### src/rtl/divide_a_if.sv
// Handshake and operand/result bundle between the multi/div issue logic and divide_a.
interface divide_a_if #(
    parameter int unsigned WIDTH = 32
);
    logic             start;
    logic             is_signed;
    logic [WIDTH-1:0] A;
    logic [WIDTH-1:0] B;
    logic             busy;
    logic             done;
    logic             div_by_zero;
    logic [WIDTH-1:0] Hi;
    logic [WIDTH-1:0] Lo;

    modport master (
        output start, is_signed, A, B,
        input  busy, done, div_by_zero, Hi, Lo
    );

    modport slave (
        input  start, is_signed, A, B,
        output busy, done, div_by_zero, Hi, Lo
    );
endinterface

### src/rtl/divide_a.sv
// Iterative radix-2 restoring divider: one quotient bit per clock, Lo = quotient, Hi = remainder.
module divide_a #(
    parameter int unsigned WIDTH = 32
) (
    input  logic       clock,
    input  logic       n_reset,
    divide_a_if.slave  bus
);
    localparam int unsigned CNT_W = $clog2(WIDTH + 1);

    typedef enum logic [1:0] {
        IDLE,
        CALC,
        FIX
    } state_t;

    state_t           state_q, state_d;
    logic [WIDTH-1:0] rem_q, rem_d;
    logic [WIDTH-1:0] quo_q, quo_d;
    logic [WIDTH-1:0] dvs_q, dvs_d;
    logic [CNT_W-1:0] cnt_q, cnt_d;
    logic             qneg_q, qneg_d;
    logic             rneg_q, rneg_d;
    logic             zdiv_q, zdiv_d;
    logic             busy_q, busy_d;
    logic             done_q, done_d;
    logic             dbz_q, dbz_d;
    logic [WIDTH-1:0] hi_q, hi_d;
    logic [WIDTH-1:0] lo_q, lo_d;

    logic [WIDTH-1:0] a_mag;
    logic [WIDTH-1:0] b_mag;
    logic [WIDTH:0]   shifted;
    logic [WIDTH:0]   trial;

    // Operand magnitudes; the most negative value maps onto itself as an unsigned magnitude.
    assign a_mag = (bus.is_signed && bus.A[WIDTH-1]) ? (~bus.A) + WIDTH'(1) : bus.A;
    assign b_mag = (bus.is_signed && bus.B[WIDTH-1]) ? (~bus.B) + WIDTH'(1) : bus.B;

    assign shifted = {rem_q, quo_q[WIDTH-1]};
    assign trial   = shifted - {1'b0, dvs_q};

    assign bus.busy        = busy_q;
    assign bus.done        = done_q;
    assign bus.div_by_zero = dbz_q;
    assign bus.Hi          = hi_q;
    assign bus.Lo          = lo_q;

    always_ff @(posedge clock or negedge n_reset) begin
        if (!n_reset) begin
            state_q <= IDLE;
            rem_q   <= '0;
            quo_q   <= '0;
            dvs_q   <= '0;
            cnt_q   <= '0;
            qneg_q  <= 1'b0;
            rneg_q  <= 1'b0;
            zdiv_q  <= 1'b0;
            busy_q  <= 1'b0;
            done_q  <= 1'b0;
            dbz_q   <= 1'b0;
            hi_q    <= '0;
            lo_q    <= '0;
        end else begin
            state_q <= state_d;
            rem_q   <= rem_d;
            quo_q   <= quo_d;
            dvs_q   <= dvs_d;
            cnt_q   <= cnt_d;
            qneg_q  <= qneg_d;
            rneg_q  <= rneg_d;
            zdiv_q  <= zdiv_d;
            busy_q  <= busy_d;
            done_q  <= done_d;
            dbz_q   <= dbz_d;
            hi_q    <= hi_d;
            lo_q    <= lo_d;
        end
    end

    always_comb begin
        state_d = state_q;
        rem_d   = rem_q;
        quo_d   = quo_q;
        dvs_d   = dvs_q;
        cnt_d   = cnt_q;
        qneg_d  = qneg_q;
        rneg_d  = rneg_q;
        zdiv_d  = zdiv_q;
        busy_d  = busy_q;
        done_d  = 1'b0;
        dbz_d   = dbz_q;
        hi_d    = hi_q;
        lo_d    = lo_q;

        unique case (state_q)
            IDLE: begin
                if (bus.start) begin
                    rem_d   = '0;
                    quo_d   = a_mag;
                    dvs_d   = b_mag;
                    cnt_d   = '0;
                    qneg_d  = bus.is_signed & (bus.A[WIDTH-1] ^ bus.B[WIDTH-1]);
                    rneg_d  = bus.is_signed & bus.A[WIDTH-1];
                    zdiv_d  = (bus.B == '0);
                    busy_d  = 1'b1;
                    state_d = CALC;
                end
            end

            CALC: begin
                if (!trial[WIDTH]) begin
                    rem_d = trial[WIDTH-1:0];
                    quo_d = {quo_q[WIDTH-2:0], 1'b1};
                end else begin
                    rem_d = shifted[WIDTH-1:0];
                    quo_d = {quo_q[WIDTH-2:0], 1'b0};
                end
                cnt_d = cnt_q + CNT_W'(1);
                if (cnt_q == CNT_W'(WIDTH - 1)) begin
                    state_d = FIX;
                end
            end

            FIX: begin
                // With a zero divisor rem ends up as |A|, so the sign fix restores the original A.
                lo_d    = zdiv_q ? '1 : (qneg_q ? (~quo_q) + WIDTH'(1) : quo_q);
                hi_d    = rneg_q ? (~rem_q) + WIDTH'(1) : rem_q;
                dbz_d   = zdiv_q;
                busy_d  = 1'b0;
                done_d  = 1'b1;
                state_d = IDLE;
            end

            default: begin
                state_d = IDLE;
            end
        endcase
    end
endmodule
### src/flat_wrapper.sv
// flat-port wrapper written by rule: the top's interface ports become plain ports
module divide_a_flat 
#(
    parameter int unsigned WIDTH = 32
)
  (clock, n_reset, bus_start, bus_is_signed, bus_A, bus_B, bus_busy, bus_done, bus_div_by_zero, bus_Hi, bus_Lo);
  divide_a_if #(.WIDTH(WIDTH)) bus_i ();
  input  logic clock;
  input  logic n_reset;
  input wire logic [$bits(bus_i.start)-1:0] bus_start;
  input wire logic [$bits(bus_i.is_signed)-1:0] bus_is_signed;
  input wire logic [$bits(bus_i.A)-1:0] bus_A;
  input wire logic [$bits(bus_i.B)-1:0] bus_B;
  output wire logic [$bits(bus_i.busy)-1:0] bus_busy;
  output wire logic [$bits(bus_i.done)-1:0] bus_done;
  output wire logic [$bits(bus_i.div_by_zero)-1:0] bus_div_by_zero;
  output wire logic [$bits(bus_i.Hi)-1:0] bus_Hi;
  output wire logic [$bits(bus_i.Lo)-1:0] bus_Lo;
  assign bus_i.start = bus_start;
  assign bus_i.is_signed = bus_is_signed;
  assign bus_i.A = bus_A;
  assign bus_i.B = bus_B;
  assign bus_busy = bus_i.busy;
  assign bus_done = bus_i.done;
  assign bus_div_by_zero = bus_i.div_by_zero;
  assign bus_Hi = bus_i.Hi;
  assign bus_Lo = bus_i.Lo;
  divide_a #(.WIDTH(WIDTH)) u_core (.clock(clock), .n_reset(n_reset), .bus(bus_i));
endmodule
### config.mk
export PLATFORM = sky130hd
export DESIGN_NAME = divide_a_flat
export DESIGN_NICKNAME = d
export VERILOG_FILES = /design/src/rtl/divide_a_if.sv /design/src/rtl/divide_a.sv /design/src/flat_wrapper.sv
export SDC_FILE = /design/constraint.sdc
export NUM_CORES = 1
export LEC_CHECK = 0
export BUFFER_PORTS_ARGS = -buffer_cell sky130_fd_sc_hd__buf_2
export CORE_ASPECT_RATIO = 0.7
export CORE_MARGIN = 2
export CORE_UTILIZATION = 56
export CTS_CLUSTER_DIAMETER = 80
export CTS_CLUSTER_SIZE = 28
export DETAILED_ROUTE_END_ITERATION = 6
export PLACE_DENSITY_LB_ADDON = 0.15
export SYNTH_ARGS = -nofsm -noshare
export SYNTH_HDL_FRONTEND = slang
export SYNTH_SLANG_ARGS = --single-unit
### constraint.sdc
create_clock -name clock -period 8.53 [get_ports clock]
set_input_delay 0.853 -clock clock [delete_from_list [all_inputs] [get_ports clock]]
set_output_delay 0.853 -clock clock [all_outputs]
set_load 0.005 [all_outputs]
=== Yosys cells after proc, flatten, opt, wreduce, memory -nomap -nowiden ===
Index checks and enable logic that the tools add are counted.

* Div/mod/pow operators: 0
* Shift-type cells: 0
* Reduce and logical (&&, ||, !) cells: 10
* Magnitude comparators: 0
* Muxes and demuxes: 19
* Equality and inequality tests: 5
* Multipliers: 0
* $add $sub $neg: 6
* Bitwise logic cells: 7

{| class="wikitable"
|+ Operator list
! cell !! count
|-
| $mux 32 || 8
|-
| $add 32x1->32 const B || 4
|-
| $not 32->32 || 4
|-
| $pmux 32 s2 || 2
|-
| $sub 33x32->33 || 1
|-
| $logic_not 32->1 || 1
|-
| $pmux 6 s2 || 1
|-
| $reduce_and 2->1 || 4
|-
| $add 6x1->6 const B || 1
|-
| $eq 6x5->1 const B || 1
|-
| $mux 6 || 1
|-
| $mux 2 || 2
|-
| $pmux 2 s2 || 1
|-
| $reduce_bool 2->1 || 2
|-
| $mux 1 || 3
|-
| $and 1x1->1 || 2
|-
| $eq 2x1->1 const B || 1
|-
| $eq 2x2->1 const B || 1
|-
| $logic_and 1x1->1 || 2
|-
| $logic_not 2->1 || 1
|-
| $ne 2x1->1 const B || 1
|-
| $ne 2x2->1 const B || 1
|-
| $pmux 1 s2 || 1
|-
| $xor 1x1->1 || 1
|}

* Output and inout bits: 67
* Memory bits (writable): 0
* Bits in latches: 0
* Memories kept: 0
* Logic and storage cells: 60
* Memory bits (read-only): 0
* Register bits after elaboration: 174
* Bits of input ports: 68

=== Longest topological paths before layout ===
* Depth in word-level cells: 5
* Depth in mapped cells: 13
* Mapped depth without buffers: 12

=== Worst setup path after synthesis ===
OpenSTA, ideal clock, no wires.

* Path type: input port to flip-flop
* Start: input bus_B[8]
* End: register u_core.dvs_q[29]
* Arrival time: 2.831 ns
* Setup time: 0.129 ns
* Path buffers: 0
* Data required time: 8.401 ns
* Setup slack: 5.570 ns
* Stages: 9
* Cells stage by stage: or4_4 nor4_2 nand2b_1 nor2_2 nand2_1 or4_1 o41ai_2 xor2_1 o21ai_1

* Cells in the longest elaborated chain, start to end: 3

{| class="wikitable"
|+ RTL lines
! element !! line !! text
|-
| from (decl) || flat_wrapper.sv:13 || <nowiki>input wire logic [$bits(bus_i.B)-1:0] bus_B;</nowiki>
|-
| $not 32->32 || divide_a.sv:38 || <nowiki>assign b_mag = (bus.is_signed && bus.B[WIDTH-1]) ? (~bus.B) + WIDTH'(1) : bus.B;</nowiki>
|-
| $add 32x1->32 || divide_a.sv:38 ||
|-
| $mux 32 || divide_a.sv:38 ||
|-
| to (signal assigned) || divide_a.sv:68 || <nowiki>dvs_q <= dvs_d;</nowiki>
|-
| to (decl) || divide_a.sv:20 || <nowiki>logic [WIDTH-1:0] dvs_q, dvs_d;</nowiki>
|}

No other way between the ends.
A chain may end at the register's enable or synchronous reset.

=== Final worst setup path ===
* Start: register u_core.rem_q[6]
* End: register u_core.rem_q[30]

* Cells in the longest elaborated chain, start to end: 3

{| class="wikitable"
|+ RTL lines
! element !! line !! text
|-
| from (decl) || divide_a.sv:18 || <nowiki>logic [WIDTH-1:0] rem_q, rem_d;</nowiki>
|-
| from (signal assigned) || divide_a.sv:66 || <nowiki>rem_q <= rem_d;</nowiki>
|-
| $sub 33x32->33 || divide_a.sv:41 || <nowiki>assign trial = shifted - {1'b0, dvs_q};</nowiki>
|-
| $mux 32 || divide_a.sv:112 || <nowiki>if (!trial[WIDTH]) begin</nowiki>
|-
| $pmux 32 s2 || divide_a.sv:96 || <nowiki>unique case (state_q)</nowiki>
|}

No other way between the ends.

==> results.json <==
{
  "outcome": "finished clean",
  "globalplace.congestion": 0.937,
  "synth_cells": 1270,
  "place_area_mm2": 0.0120,
  "avgSynthCellArea_um2": 8.77,
  "synth_seq_area_share": 0.391,
  "clkTransAtPathRegs_ns": 0.07,
  "p_sw_frac": 0.435,
  "io_buffers": 134,
  "yosys_warnings": 0,
  "cp-end-kind": "flop",
  "pwr-share-comb": 0.500,
  "cts_resized": 0,
  "syn_to_final_growth_pct": 13.3,
  "layout.nets": 1481,
  "ios": 135,
  "finalHoldViolations": 0,
  "setup_slack_ns": 4.77,
  "cp_slowest_cell": "xnor2_4",
  "rsz0062_at_grt": "false",
  "clkPwrFrac": 0.190,
  "path_cells": "ha_1 -> and4_1 -> o21a_1 -> o31a_1 -> a21oi_1 -> nor3b_2 -> a31oi_4 -> xnor2_4 -> buf_4 -> mux2_2 -> o211ai_2",
  "detail_route.wl_per_cell_um": 17.7,
  "clock-sinks": 174,
  "power.leakage_nw": 5.70,
  "hp-class": "primary input to async pin",
  "yosysTopAreaCell": "dfrtp_1",
  "clock_skew_ns": 0.0139,
  "via_per_inst": 5.90,
  "critical_path_arrival_ns": 4.10,
  "dominantRegCellSynth": "dfrtp_1",
  "report.final.slew_viol_count": 0,
  "async_reset_ff_frac": 1.00,
  "layout_min_cycle_time_ns": 3.76,
  "dr.pass1.iters": 5,
  "cts_tree": "yes",
  "cts_setup_buffers": 0,
  "die_area_mm2": 0.0210,
  "clk_latency_ns": 0.44,
  "first_global_vias": 8616,
  "ctsRootBufferMaster": "clkbuf_16",
  "fin_hold_ws_ns": 0.399,
  "n_antenna_cell": 0,
  "seq_power_share": 0.310,
  "totalWireLength_mm": 29.3,
  "crit_path_max_fanout": 24,
  "synth_area_mm2": 0.0111,
  "synth.top_cell.area_share": 0.391,
  "place_ws_ns": 4.81,
  "synth_nets": 1376,
  "numCtsBuffers": 17,
  "ys_ff_latch": 174,
  "vias": 9775,
  "setup_viol": 0,
  "cp.required_ns": 8.87,
  "drive_gt1_frac": 0.151,
  "first_iter_violations": 897,
  "synth_edf_count": 0,
  "max-cap-violations": 0,
  "remaining_drc_errors": 0,
  "die_y_um": 122,
  "initial_core_util": 0.567,
  "p_sw_mw": 1.95,
  "fin_util": 0.643,
  "synth_cell_types": 77,
  "antenna_found_initial": 0,
  "hpwl_mm": 21.6,
  "design_area_mm2": 0.0126,
  "vdd_drop_max_mv": 0.196,
  "grt_overflow": 0,
  "crit_buf_inv": 1,
  "fin_tns_setup_ns": 0,
  "max_stage_delay_ns": 0.54,
  "worst_slew_pin_slew_ns": 1.20,
  "core-area_mm2": 0.0196,
  "start_kind": "flop",
  "cellInternalPower_mw": 2.53,
  "cp_top_family": "compound AO/OA/AOI/OAI gates",
  "critPathKind": "flop to flop",
  "postCtsHoldBufs": 0,
  "grt_max_degree": 79,
  "fmax_mhz": 266,
  "power_density_mw_per_mm2": 355,
  "ant_nets": 0,
  "grt_pass1_wl_mm": 47.1,
  "num_rows": 43,
  "cts_buffer_depth": 2,
  "period_share": 0.440,
  "htree_levels": 4,
  "fp.dieW_um": 173,
  "ys_top_cells_by_area": "dfrtp_1 (39%), o21ai_0 (7.4%), xor2_1 (6.9%)",
  "grt_usage": 0.283,
  "max-slew-margin-rel": 0.201
}
stage by stage:
step | std cells | power (mW)
CTS | 1658 | 4.44
global route | 1658 | 4.80
floorplan | 1270 | 3.04
detailed placement | 1626 | 3.58
global placement | 1626 | 3.52
finish | 1658 | 4.48
power groups by stage:
stage / clock, mW / sequential, mW / combinational (mW)
after global placement: 0 / 1.37 / 2.15
after floorplan: 0 / 1.25 / 1.79
after global routing: 0.891 / 1.42 / 2.49
after detailed placement: 0 / 1.39 / 2.19
after CTS: 0.853 / 1.38 / 2.21
final: 0.850 / 1.39 / 2.24
flip-flops by register name, summed over array words and instances (netlist names), 2 cells and up:
signal          flops
u_core.bus.Hi      32
u_core.bus.Lo      32
u_core.dvs_q       32
u_core.quo_q       32
u_core.rem_q       32
u_core.cnt_q        6
u_core.state_q      2
worst reg2reg max path, stage by stage, from the launching register on:
cell	delay, ns
dfrtp_1	0.51
ha_1	0.46
and4_1	0.29
o21a_1	0.14
o31a_1	0.16
a21oi_1	0.13
nor3b_2	0.34
a31oi_4	0.16
xnor2_4	0.54
buf_4	0.43
mux2_2	0.39
o211ai_2	0.13
cells by family after synthesis:
family | count (synthesis) | share of synthesized area
adder cells (fa/ha/maj) | 38 | 0.0434
AO/OA/AOI/OAI | 414 | 0.231
XOR/XNOR | 146 | 0.117
flip-flops | 174 | 0.391
buffers and inverters | 109 | 0.0409
multiplexers | 26 | 0.0236
AND/OR/NAND/NOR | 363 | 0.154
metal layers:
metal / track usage / vias to the layer above / part of all wire / routed length [um]
li1: - / 4723 / - / -
met1: 0.471 / 4611 / 0.52 / 15200
met2: 0.357 / 420 / 0.37 / 10800
met3: 0.0680 / 21 / 0.10 / 2950
met4: 0.0577 / 0 / 0.0090 / 263
met5: 0 / - / 0 / 0
synth_stat cells (5+ instances only):
| library cell | number |
|---|---|
| dfrtp_1 | 174 |
| nand3_1 | 16 |
| a21o_1 | 17 |
| clkbuf_1 | 44 |
| xor2_1 | 88 |
| o22ai_1 | 11 |
| and2_1 | 5 |
| xnor2_1 | 57 |
| o41ai_1 | 12 |
| a21oi_1 | 89 |
| o21a_1 | 8 |
| ha_1 | 37 |
| o21ai_1 | 5 |
| or4_1 | 8 |
| nand2_1 | 167 |
| nor2b_1 | 10 |
| o21ai_0 | 165 |
| a2bb2oi_1 | 8 |
| nor2_1 | 85 |
| inv_1 | 49 |
| buf_1 | 5 |
| mux2i_1 | 24 |
| nand4_1 | 5 |
| a31oi_1 | 8 |
| or3_1 | 6 |
| nand2b_1 | 9 |
| a22oi_1 | 25 |
| or4_4 | 6 |
| o211ai_1 | 5 |
| nor3_1 | 15 |
| o31ai_1 | 25 |
| nor4_1 | 7 |
cells in the final DEF (no fill, tap or decap), drive strengths merged, types with 9 or more instances in the layout:
master	Yosys	layout
a21o	17	17
a21oi	90	90
a22oi	25	25
a31oi	9	9
buf	12	143
clkbuf	45	21
dfrtp	174	174
ha	37	37
inv	49	52
mux2i	24	24
nand2	167	167
nand2b	10	10
nand3	17	17
nor2	87	87
nor2b	10	10
nor3	15	15
nor4	10	10
o21ai	171	171
o22ai	11	11
o31ai	26	26
o41ai	14	14
or4	14	14
xnor2	58	58
xor2	88	88
path summary, 6_finish.rpt:
kind                             startpoint                to  slack, ns  cells past startpoint
min in group clock         u_core.bus.Hi[1]  u_core.bus.Hi[1]       0.47                      2
setup reg to reg            u_core.rem_q[6]  u_core.rem_q[30]       4.77                     11
hold / removal                      n_reset  u_core.bus.Hi[8]       0.40                      1
max in group asynchronous           n_reset  u_core.dvs_q[17]       6.28                      3
hold reg to reg            u_core.bus.Hi[1]  u_core.bus.Hi[1]       0.47                      2
setup / recovery            u_core.rem_q[6]  u_core.rem_q[30]       4.77                     11
final cells by class:
type | count | area [um2]
inverter | 52 | 195
timing repair buffer | 143 | 744
sequential | 174 | 4350
clock buffer | 21 | 460
multi-input combinational | 987 | 6350
clock inverter | 11 | 178
tap | 270 | 338
fill | 1678 | 7020
Note: power is estimated with default switching activity, not from simulation.
